### config.mk
export PLATFORM = sky130hd
export DESIGN_NAME = div_issuer
export DESIGN_NICKNAME = d
export VERILOG_FILES = /design/src/rtl/div_pkg.sv /design/src/rtl/op_fifo.sv /design/src/rtl/div_issuer.sv
export SDC_FILE = /design/constraint.sdc
export NUM_CORES = 1
export LEC_CHECK = 0
export BUFFER_PORTS_ARGS = -buffer_cell sky130_fd_sc_hd__buf_2
export CAP_MARGIN = 30
export CORE_AREA = 3 3 220 222
export CTS_CLUSTER_SIZE = 14
export DETAILED_ROUTE_END_ITERATION = 7
export DIE_AREA = 0 0 223 225
export PLACE_DENSITY = 0.43
export SYNTH_ARGS = -nofsm -noshare
export SYNTH_HDL_FRONTEND = slang
export SYNTH_SLANG_ARGS = --single-unit
### constraint.sdc
create_clock -name clk -period 25.2 [get_ports clk]
set_input_delay 7.56 -clock clk [delete_from_list [all_inputs] [get_ports clk]]
set_output_delay 7.56 -clock clk [all_outputs]
set_load 0.005 [all_outputs]
### src/rtl/div_pkg.sv
// div_pkg: shared definitions for the divider issuer.
//   state_t    - issuer FSM state encoding
//   QW         - widest supported quotient width
//   QMAX/QMIN  - QW-bit saturation constants; narrower widths take them
//                right-shifted by (QW - WIDTH)
package div_pkg;

    typedef enum logic [2:0] {
        ST_IDLE,
        ST_ISSUE,
        ST_WAIT,
        ST_RESULT,
        ST_CLEAR
    } state_t;

    localparam int unsigned QW = 64;

    localparam logic [QW-1:0] QMAX = {1'b0, {(QW-1){1'b1}}};
    localparam logic [QW-1:0] QMIN = {1'b1, {(QW-1){1'b0}}};

endpackage

### src/rtl/op_fifo.sv
// op_fifo: synchronous operand FIFO, DEPTH entries (power of 2, >= 2).
//   clk, rst    - clock, synchronous active-high reset (empties the FIFO)
//   push, din   - write; ignored while full
//   pop, dout   - read; dout is the current head (valid when !empty)
//   full, empty - occupancy flags
//   count       - number of stored entries
module op_fifo #(
    parameter int unsigned DW    = 64,
    parameter int unsigned DEPTH = 4
) (
    input  logic                     clk,
    input  logic                     rst,
    input  logic                     push,
    input  logic [DW-1:0]            din,
    input  logic                     pop,
    output logic [DW-1:0]            dout,
    output logic                     full,
    output logic                     empty,
    output logic [$clog2(DEPTH):0]   count
);

    localparam int unsigned AW = $clog2(DEPTH);

    logic [DW-1:0] mem_q [DEPTH];
    logic [AW-1:0] wr_ptr_q, wr_ptr_d;
    logic [AW-1:0] rd_ptr_q, rd_ptr_d;
    logic [AW:0]   count_q, count_d;
    logic          do_push, do_pop;

    assign full    = (count_q == (AW+1)'(DEPTH));
    assign empty   = (count_q == '0);
    assign count   = count_q;
    assign dout    = mem_q[rd_ptr_q];
    assign do_push = push && !full;
    assign do_pop  = pop && !empty;

    // Pointers wrap naturally because DEPTH is a power of 2.
    always_comb begin
        wr_ptr_d = wr_ptr_q + AW'(do_push);
        rd_ptr_d = rd_ptr_q + AW'(do_pop);
        count_d  = count_q + (AW+1)'(do_push) - (AW+1)'(do_pop);
    end

    always_ff @(posedge clk) begin
        if (rst) begin
            wr_ptr_q <= '0;
            rd_ptr_q <= '0;
            count_q  <= '0;
        end else begin
            wr_ptr_q <= wr_ptr_d;
            rd_ptr_q <= rd_ptr_d;
            count_q  <= count_d;
        end
    end

    always_ff @(posedge clk) begin
        if (do_push) begin
            mem_q[wr_ptr_q] <= din;
        end
    end

endmodule

### src/rtl/div_issuer.sv
// div_issuer: queues signed operand pairs and issues them one at a time to
// an external multi-cycle divider, returning quotient plus divide-by-zero
// and timeout flags.
//   clk, rst                      - clock, synchronous active-high reset
//   s_valid/s_ready/s_num/s_den   - operand input handshake
//   m_valid/m_ready/m_quot/m_dz/m_to - result output handshake
//   div_rst, div_in_valid, div_N, div_D - divider control and operands
//   div_ready, div_out_valid, div_out   - divider status and quotient
module div_issuer
    import div_pkg::*;
#(
    parameter int unsigned WIDTH   = 32,
    parameter int unsigned DEPTH   = 4,
    parameter int unsigned TIMEOUT = 64
) (
    input  logic             clk,
    input  logic             rst,
    input  logic             s_valid,
    output logic             s_ready,
    input  logic [WIDTH-1:0] s_num,
    input  logic [WIDTH-1:0] s_den,
    output logic             m_valid,
    input  logic             m_ready,
    output logic [WIDTH-1:0] m_quot,
    output logic             m_dz,
    output logic             m_to,
    output logic             div_rst,
    output logic             div_in_valid,
    output logic [WIDTH-1:0] div_N,
    output logic [WIDTH-1:0] div_D,
    input  logic             div_ready,
    input  logic             div_out_valid,
    input  logic [WIDTH-1:0] div_out
);

    localparam int unsigned AW   = $clog2(DEPTH);
    localparam int unsigned CNTW = (TIMEOUT > 1) ? $clog2(TIMEOUT) : 1;
    localparam logic [QW-1:0] QMAX_W = QMAX >> (QW - WIDTH);
    localparam logic [QW-1:0] QMIN_W = QMIN >> (QW - WIDTH);

    logic [2*WIDTH-1:0] fifo_dout;
    logic               fifo_full, fifo_empty, fifo_push, fifo_pop;
    logic [AW:0]        fifo_count;
    logic [WIDTH-1:0]   head_num, head_den;

    state_t           state_q, state_d;
    logic [CNTW-1:0]  cnt_q, cnt_d;
    logic             m_valid_q, m_valid_d;
    logic [WIDTH-1:0] m_quot_q, m_quot_d;
    logic             m_dz_q, m_dz_d;
    logic             m_to_q, m_to_d;
    logic             started_q, started_d;
    logic             div_in_valid_q, div_in_valid_d;
    logic [WIDTH-1:0] div_num_q, div_num_d;
    logic [WIDTH-1:0] div_den_q, div_den_d;

    assign head_num  = fifo_dout[2*WIDTH-1:WIDTH];
    assign head_den  = fifo_dout[WIDTH-1:0];
    assign s_ready   = !rst && !fifo_full;
    assign fifo_push = s_valid && s_ready;
    // Zero-denominator jobs are consumed straight from IDLE; others leave
    // the FIFO during ISSUE, when the head is already latched into div_N/D.
    assign fifo_pop  = (state_q == ST_ISSUE) ||
                       (state_q == ST_IDLE && !fifo_empty && head_den == '0);

    op_fifo #(
        .DW    (2*WIDTH),
        .DEPTH (DEPTH)
    ) u_fifo (
        .clk   (clk),
        .rst   (rst),
        .push  (fifo_push),
        .din   ({s_num, s_den}),
        .pop   (fifo_pop),
        .dout  (fifo_dout),
        .full  (fifo_full),
        .empty (fifo_empty),
        .count (fifo_count)
    );

    always_ff @(posedge clk) begin
        if (!rst) begin
            assert (fifo_full == (fifo_count == (AW+1)'(DEPTH)));
        end
    end

    always_comb begin
        state_d        = state_q;
        cnt_d          = cnt_q;
        m_valid_d      = m_valid_q;
        m_quot_d       = m_quot_q;
        m_dz_d         = m_dz_q;
        m_to_d         = m_to_q;
        started_d      = started_q;
        div_in_valid_d = 1'b0;
        div_num_d      = div_num_q;
        div_den_d      = div_den_q;
        case (state_q)
            ST_IDLE: begin
                if (!fifo_empty) begin
                    if (head_den == '0) begin
                        state_d   = ST_RESULT;
                        m_valid_d = 1'b1;
                        m_quot_d  = head_num[WIDTH-1] ? QMIN_W[WIDTH-1:0]
                                                      : QMAX_W[WIDTH-1:0];
                        m_dz_d    = 1'b1;
                        m_to_d    = 1'b0;
                        started_d = 1'b0;
                    end else if (div_ready) begin
                        state_d        = ST_ISSUE;
                        div_in_valid_d = 1'b1;
                        div_num_d      = head_num;
                        div_den_d      = head_den;
                    end
                end
            end
            ST_ISSUE: begin
                state_d   = ST_WAIT;
                cnt_d     = '0;
                started_d = 1'b1;
            end
            ST_WAIT: begin
                if (div_out_valid) begin
                    state_d   = ST_RESULT;
                    m_valid_d = 1'b1;
                    m_quot_d  = div_out;
                    m_dz_d    = 1'b0;
                    m_to_d    = 1'b0;
                end else if (cnt_q == CNTW'(TIMEOUT - 1)) begin
                    state_d   = ST_RESULT;
                    m_valid_d = 1'b1;
                    m_quot_d  = '0;
                    m_dz_d    = 1'b0;
                    m_to_d    = 1'b1;
                end else begin
                    cnt_d = cnt_q + CNTW'(1);
                end
            end
            ST_RESULT: begin
                if (m_ready) begin
                    m_valid_d = 1'b0;
                    state_d   = started_q ? ST_CLEAR : ST_IDLE;
                end
            end
            ST_CLEAR: begin
                state_d   = ST_IDLE;
                started_d = 1'b0;
            end
            default: state_d = ST_IDLE;
        endcase
    end

    always_ff @(posedge clk) begin
        if (rst) begin
            state_q        <= ST_IDLE;
            cnt_q          <= '0;
            m_valid_q      <= 1'b0;
            m_quot_q       <= '0;
            m_dz_q         <= 1'b0;
            m_to_q         <= 1'b0;
            started_q      <= 1'b0;
            div_in_valid_q <= 1'b0;
            div_num_q      <= '0;
            div_den_q      <= '0;
        end else begin
            state_q        <= state_d;
            cnt_q          <= cnt_d;
            m_valid_q      <= m_valid_d;
            m_quot_q       <= m_quot_d;
            m_dz_q         <= m_dz_d;
            m_to_q         <= m_to_d;
            started_q      <= started_d;
            div_in_valid_q <= div_in_valid_d;
            div_num_q      <= div_num_d;
            div_den_q      <= div_den_d;
        end
    end

    assign m_valid      = m_valid_q;
    assign m_quot       = m_quot_q;
    assign m_dz         = m_dz_q;
    assign m_to         = m_to_q;
    assign div_in_valid = div_in_valid_q;
    assign div_N        = div_num_q;
    assign div_D        = div_den_q;
    assign div_rst      = rst || (state_q == ST_CLEAR);

endmodule

Word-level counts from Yosys, hierarchy flattened --
Memories as Yosys holds them, arrays and structs flattened. A register that Yosys moved wholly into a read port is not among the register bits. Cells that the tools add are included.
Word-level totals: register bits 117, bits in writable memories 256, output and inout bits 102, word-level logic and storage cells 95, memories kept 1
Memory list:
- u_fifo.mem_q | words 4, width 64, read ports 1, clocked after memory_dff 1, wr ports 1, line op_fifo.sv:24 | logic [DW-1:0] mem_q [DEPTH];
Cells by class: $add $sub $neg 5, equal/unequal tests 13, mux-type cells 35, bitwise gates (word level) 3, reductions and logical operators 25
Operators with widths (number):
- two-way mux 32 bit | 5
- case mux 32 bit (2 select lines) | 1
- zero test 32 bit | 1
- two-way mux 3 bit | 7
- two-way mux 1 bit | 13
- two-way mux 6 bit | 2
- case mux 3 bit (4 select lines) | 1
- case mux 6 bit (2 select lines) | 1
- AND reduction 4 bit | 3
- != test 2 bit (second input constant) | 4
- adder 6 x 1 -> 6 bit (second input constant) | 1
- == test 3 x 2 -> 1 bit (second input constant) | 2
- == test 3 bit (second input constant) | 2
- == test 6 bit (second input constant) | 1
- logical AND 1 bit | 6
- zero test 3 bit | 2
- case mux 1 bit (3 select lines) | 2
- AND reduction 3 bit | 2
- nonzero test 3 bit | 2
- AND reduction 5 bit | 1
- adder 2 x 1 -> 2 bit | 2
- case mux 1 bit (2 select lines) | 2
- nonzero test 2 bit | 2
- OR reduction 4 bit | 1
- 10 further kinds | 15

Depth between registers and ports, before layout --
Gate-level depths: netlist (run 1).
depth in word-level cells 8, mapped depth 16, gate-level depth less buffers 14

By module --
A second synthesis (run 1) with hierarchy kept.
Second synthesis, totals: cell total of the unflattened synthesis 901, area, all modules 14109.8 sq um
By module, submodules not included:
- op_fifo | times used 1, cells each 370, area each 9587.9 sq um
- div_issuer | times used 1, cells each 531, area each 4521.8 sq um

Worst setup path before layout (run 1) --
No wires, ideal clock.
path kind input-to-output, from in rst, to out s_ready, arrival 7.713 ns, data required time 17.640 ns, setup slack 9.927 ns, cell stages on the path 1, path through a21oi_1
On the way: word-level cells in the longest chain between the ends 2
Ends and longest elaborated chain:
- start: declaration | line div_issuer.sv:17 | input logic rst,
- zero test 1 bit
- logical AND 1 bit | line div_issuer.sv:59 | assign s_ready = !rst && !fifo_full;
- end: declaration | line div_issuer.sv:19 | output logic s_ready,
Every way passes these cells.

Worst setup path in the final report (run 1) --
from in rst, to out div_rst
On the way: word-level cells in the longest chain between the ends 1
Ends and longest elaborated chain:
- logical OR 1 bit | line div_issuer.sv:186 | assign div_rst = rst || (state_q == ST_CLEAR);
- end: declaration | line div_issuer.sv:27 | output logic div_rst,
Every way passes these cells.

==> results.sh, run 1 <==
export IMPL_status="complete, no violations"
export IMPL_peakVddDrop_v=0.0000408
export IMPL_cts_sinks=373
export IMPL_detail_route_wl_per_cell_um=20.0
export IMPL_cts_buffers=43
export IMPL_grt_pass1_vias=8038
export IMPL_power_density_mw_per_mm2=94.8
export IMPL_drive_gt1_share_pct=32.9
export IMPL_drt_first_iter_violations=372
export IMPL_firstDrtPassIters=4
export IMPL_crit_path_start_kind="input pin"
export IMPL_tightest_slew_ns=0.889
export IMPL_gp_congestion=0.704
export IMPL_die_x_um=223
export IMPL_rsz0062_at_grt="no"
export IMPL_path_class="in2out"
export IMPL_start_util_pct=29.9
export IMPL_ys_warn_count=0
export IMPL_slew_headroom_pct=40.7
export IMPL_dpl_cell_area_mm2=0.0156
export IMPL_area_growth_pct=22.9
export IMPL_met3_usage_pct=4.48
export IMPL_max_freq_mhz=63.1
export IMPL_htreeDepth=2
export IMPL_syn_area_mm2=0.0139
export IMPL_ant_nets=0
export IMPL_ys_ff_latch=373
export IMPL_grt_use_met1_pct=17.1
export IMPL_yosysSeqAreaShare_pct=72.2
export IMPL_skew_ns=0.0189
export IMPL_register_area_mm2=0.0100
export IMPL_leakage_uw=0.00641
export IMPL_port_buffers=203
export IMPL_hp_start="m_valid"
export IMPL_grt_usage_pct=13.4
export IMPL_nFillCells=4384
export IMPL_nets=1149
export IMPL_drc=0
export IMPL_r2r_cells=15
export IMPL_rrSetupSlack_ns=19.63
export IMPL_crit_path_end_kind="primary output"
export IMPL_setup_viol=0
export IMPL_hold_path_end="m_valid"
export IMPL_maxSlewViolCount=0
export IMPL_grt_pass1_wl_mm=50.8
export IMPL_grt_overflow=0
export IMPL_grt_busiest_layer="met2"
export IMPL_cts_root_buf="clkbuf_16"
export IMPL_synth_nets=935
export IMPL_finalInstanceArea_mm2=0.0171
export IMPL_r2r_start="u_fifo.rd_ptr_q[0]"
export IMPL_clk_latency_ns=0.56
export IMPL_drt_total_wl_mm=33.7
export IMPL_hold_viol_final=0
export IMPL_path_clk_slew_ns=0.06
export IMPL_hold_buffers=0
export IMPL_hold_ws_ns=0.439
export IMPL_drv_cap=0
export IMPL_yosysUniqueCellTypes=44
export IMPL_synthCells=827
export IMPL_cts_buffer_depth=3
export IMPL_grt_max_degree=69
export IMPL_worstPathArrival_ns=8.28
export IMPL_setup_tns_ns=0
export IMPL_core_area_mm2=0.0466
export IMPL_holdPathStages=2
export IMPL_multi_input_area_mm2=0.00355
export IMPL_post_cts_buffers=0
export IMPL_vias=7741
export IMPL_final_common_cell="edfxtp_1"
export IMPL_required_ns=17.64
export IMPL_hpwl_mm=20.6
export IMPL_layout_min_cycle_time_ns=15.84
export IMPL_cts_resized=0
export IMPL_met2_usage_pct=21.7
export IMPL_synth_area_per_cell_um2=16.8
export IMPL_avgViaCountPerCell=4.59
export IMPL_cts_tree="yes"
export IMPL_antenna_found_initial=10
export IMPL_num_rows=79
export IMPL_min_period_over_period_pct=62.9
export IMPL_hp_class="reg2reg"
export IMPL_path_max_fanout=29
export IMPL_ios=204
export IMPL_dieArea_mm2=0.0502
export IMPL_fp_dieH_um=225
export IMPL_r2r_end="u_fifo.count[2]"
export IMPL_final_cell_mix="edfxtp_1 (256), buf_2 (202), dfxtp_1 (115)"
-- state kept, by name, indices dropped and copies added (netlist names), 2 cells and up --
name	count
cnt_q	6
div_D	32
div_N	32
m_quot	32
state_q	3
u_fifo.count	3
u_fifo.mem_q	256
u_fifo.rd_ptr_q	2
u_fifo.wr_ptr_q	2
-- critical path: stages --
cell and delay [ns]:
buf_4 0.32, inv_1 0.15, nand2_1 0.12, buf_2 0.12
-- final cells by class --
cell class	count	share of cell area, %
Clock inverter	19	1.64
Multi-Input combinational cell	393	20.8
Clock buffer	59	7.13
Antenna cell	4	0.0586
Timing Repair Buffer	217	6.93
Sequential cell	373	58.7
Tap cell	607	4.44
Inverter	13	0.286
-- per-stage QoR --
step	util (%)	total power, µW	setup slack (ns)	std cells
final	36.7	1620	9.36	1685
after global routing	36.7	1700	9.27	1682
after CTS	36.7	1650	9.33	1681
after detailed placement	33.5	986	9.33	1603
after global placement	33.3	981	9.38	1600
after floorplan	-	902	9.93	827
-- cells by family (layout without fill, tap and decap cells) --
family          after synthesis  after routing  synth area share (%)
flops                       373            373                  72.2
other cells                   0              4                     0
compound gates               83             83                  3.99
buf+inv                      61            308                  2.57
mux                         128            128                  15.0
fa+ha+maj                     6              6                 0.594
simple gates                168            168                  5.19
xor+xnor                      8              8                 0.504
-- synthesized netlist by cell type, drive strengths merged --
cell / n / area share (%)
xor2: 5 / 0.32
nor4: 9 / 0.41
nor2b: 5 / 0.23
a221oi: 7 / 0.44
xnor2: 3 / 0.19
edfxtp: 256 / 55
or3: 1 / 0.045
inv: 13 / 0.35
nand2: 45 / 1.2
a211oi: 25 / 1.4
or2: 1 / 0.045
fa: 1 / 0.14
a21boi: 1 / 0.054
nand3: 4 / 0.14
o31ai: 1 / 0.054
mux4: 64 / 10
o211ai: 1 / 0.090
nand4: 3 / 0.14
o21ai: 5 / 0.26
nor2: 85 / 2.3
dfxtp: 117 / 17
ha: 5 / 0.45
a2111o: 1 / 0.081
a21o: 1 / 0.054
o22ai: 1 / 0.045
nor3b: 3 / 0.16
a21oi: 34 / 1.2
and3: 6 / 0.27
and2: 2 / 0.090
clkbuf: 29 / 0.78
a32o: 1 / 0.072
a22oi: 2 / 0.11
o21a: 2 / 0.11
a31oi: 1 / 0.045
nor3: 4 / 0.14
mux2i: 64 / 4.6
buf: 19 / 1.4
-- worst max path at each step --
stage	depth (start not counted)	slack (ns)	startpoint	to
final	4	9.36	rst	div_rst
after global routing	4	9.27	rst	div_rst
after CTS	4	9.33	rst	div_rst
after detailed placement	4	9.33	rst	div_rst
after global placement	4	9.38	rst	div_rst
after floorplan	1	9.93	rst	s_ready
-- routing by layer --
| layer | wire length, µm | vias to the layer above |
|---|---|---|
| met5 | 59 | - |
| met1 | 14600 | 3848 |
| met4 | 750 | 10 |
| met3 | 2440 | 58 |
| li1 | - | 3608 |
| met2 | 15800 | 217 |
-- power by group --
part	leakage (µW)	internal [µW]	total [µW]	switching (µW)
Combinational	0.00240	103	227	124
Sequential	0.00327	707	739	31.6
Clock	0.000731	410	654	244
Total	0.00641	1220	1620	399
No activity file was read; power rests on OpenSTA's default activity.
==> inputs of run 2 (changes only) <==
PLACE_DENSITY = 0.45   (was 0.43)
clock period = 13.7 ns   (was 25.2 ns; I/O delays follow)
==> run 2 against run 1 <==
Sequential cell count unchanged. Global-route usage is 0.090 points lower. Clock skew up 0.0068 ns. First-iteration DRC count is 17% higher. Sequential share of layout area hardly changed. Clock power increased by 85%. Clock-buffer cell count increased by 5. Critical path depth is 1 higher. Setup slack got worse by 5.6 ns. Total power rose by 84%. Final area barely moved. Largest power group unchanged.
==> results.sh, run 2 (same netlist as run 1, synthesis figures left out) <==
export IMPL_status="complete, no violations"
export IMPL_ant_nets=0
export IMPL_crit_chain="buf_4 > buf_4 > inv_1 > nand2_1 > buf_2"
export IMPL_rsz0062_at_grt="no"
export IMPL_dpl_worst_slack_ns=3.71
export IMPL_area_growth_pct=22.9
export IMPL_setup_tns_ns=0
export IMPL_grt_pass1_wl_mm=50.5
export IMPL_cts_buffers=44
export IMPL_crit_path_start_kind="input pin"
export IMPL_crit_buf_inv=4
export IMPL_p_int_uw=2240
export IMPL_rrSetupSlack_ns=8.39
export IMPL_firstDrtPassIters=4
export IMPL_r2r_end="u_fifo.count[2]"
export IMPL_num_rows=79
export IMPL_p_clk_share_pct=40.5
export IMPL_r2r_cells=16
export IMPL_dieArea_mm2=0.0502
export IMPL_final_cell_mix="edfxtp_1 (256), buf_2 (202), dfxtp_1 (115)"
export IMPL_largest_register_ffs=256
export IMPL_avgViaCountPerCell=4.60
export IMPL_hp_start="m_valid"
export IMPL_cts_root_buf="clkbuf_16"
export IMPL_skew_ns=0.0257
export IMPL_cts_sinks=373
export IMPL_grt_max_degree=69
export IMPL_cts_tree="yes"
export IMPL_slew_headroom_pct=36.0
export IMPL_grt_pass1_vias=8060
export IMPL_required_ns=9.59
export IMPL_pwr_share_seq_pct=45.5
export IMPL_core_area_mm2=0.0466
export IMPL_drc=0
export IMPL_cts_buffer_depth=3
export IMPL_hpwl_mm=20.5
export IMPL_dp_cells=1602
export IMPL_cp_top_family="buffers and inverters"
export IMPL_port_buffers=203
export IMPL_peakVddDrop_v=0.0000832
export IMPL_setup_viol=0
export IMPL_r2r_start="u_fifo.rd_ptr_q[0]"
export IMPL_ios=204
export IMPL_cpPeakStageDelay_ns=0.74
export IMPL_critPathSlowestCell="buf_4"
export IMPL_finalInstanceArea_mm2=0.0171
export IMPL_power_density_mw_per_mm2=175
export IMPL_total_power_uw=2990
export IMPL_drt_first_iter_violations=434
export IMPL_p_sw_share_pct=24.9
export IMPL_crit_path_end_kind="primary output"
export IMPL_cpMostUsedCell="buf_4"
export IMPL_path_max_fanout=68
export IMPL_gp_congestion=0.709
export IMPL_p_switching_uw=744
export IMPL_drt_total_wl_mm=33.5
export IMPL_setup_ws_ns=3.80
export IMPL_largest_register="u_fifo.mem_q"
export IMPL_detail_route_wl_per_cell_um=19.9
export IMPL_vias=7750
export IMPL_clk_latency_ns=0.57
export IMPL_fp_dieH_um=225
export IMPL_grt_usage_pct=13.3
export IMPL_final_common_cell="edfxtp_1"
export IMPL_hp_class="reg2reg"
export IMPL_antenna_found_initial=9
export IMPL_grt_overflow=0
export IMPL_die_x_um=223
export IMPL_hold_viol_final=0
export IMPL_path_class="in2out"
export IMPL_cts_resized=0
export IMPL_min_period_over_period_pct=72.3
export IMPL_nFillCells=4425
export IMPL_layout_min_cycle_time_ns=9.90
export IMPL_dpl_cell_area_mm2=0.0156
export IMPL_holdPathStages=2
export IMPL_post_cts_buffers=0
export IMPL_htreeDepth=2
export IMPL_worstPathArrival_ns=5.79
export IMPL_max_freq_mhz=101
export IMPL_final_cells=1685
export IMPL_hold_path_end="m_valid"
export IMPL_combPwrFrac_pct=14.0
export IMPL_path_clk_slew_ns=0.06
export IMPL_nets=1149
export IMPL_start_util_pct=29.9
export IMPL_drv_cap=0
export IMPL_leakage_uw=0.00640
export IMPL_hold_buffers=0
export IMPL_drive_gt1_share_pct=33.0
export IMPL_tightest_slew_ns=0.960
export IMPL_maxSlewViolCount=0
## run 2: cell types whose count changed in the layout (fill, tap and decap cells not counted), sizes merged
cell	delta
clkinv	-1
clkinvlp	+1
bufinv	-1
buf	-1
inv	-1
diode	-2
clkbuf	+5
## run 2: how the worst max path moves through the flow
stage / slack (ns) / endpoint / depth (start not counted) / start
floorplan: 3.86 / u_fifo.mem_q[0][0] / 3 / rst
global placement: 3.72 / div_rst / 5 / rst
detailed placement: 3.71 / div_rst / 5 / rst
CTS: 3.70 / div_rst / 5 / rst
global route: 3.64 / div_rst / 5 / rst
finish: 3.80 / div_rst / 5 / rst
## run 2: area by class of cell
type / count / area, µm² / area share, %
antenna: 2 / 5.00 / 0.0293
multi-input combinational: 393 / 3560 / 20.8
clock buffer: 64 / 1270 / 7.43
inverter: 13 / 48.8 / 0.286
clock inverter: 17 / 248 / 1.45
sequential: 373 / 10000 / 58.8
timing repair buffer: 216 / 1160 / 6.77
tap: 607 / 759 / 4.45
## run 2: per-stage QoR
stage	hold slack (ns)	utilization (%)
final	0.448	36.7
after global routing	0.472	36.7
after CTS	0.450	36.7
after detailed placement	0.440	33.4
after global placement	0.440	33.3
after floorplan	0.437	-
## run 2: layer usage
metal	vias to the layer above	GRT usage, %	wire length, µm
met4	10	4.59	826
met2	222	21.4	15700
li1	3609	-	-
met3	63	3.93	2250
met1	3846	17.2	14700
met5	-	0	61
## run 2: worst reg2reg max path: cells and delay by family (launching register included)
kind | cells | cell delay (ns)
buf+inv | 4 | 0.89
mux | 1 | 0.61
xor+xnor | 2 | 0.30
flops | 1 | 0.66
fa+ha+maj | 3 | 0.83
simple gates | 6 | 1.91
## run 2: power by group through the flow
| stage | sequential [µW] | combinational, µW | clock (µW) |
|---|---|---|---|
| floorplan | 1370 | 292 | 0 |
| global placement | 1380 | 422 | 0 |
| detailed placement | 1380 | 429 | 0 |
| CTS | 1360 | 430 | 1250 |
| global route | 1370 | 466 | 1300 |
| finish | 1360 | 420 | 1210 |
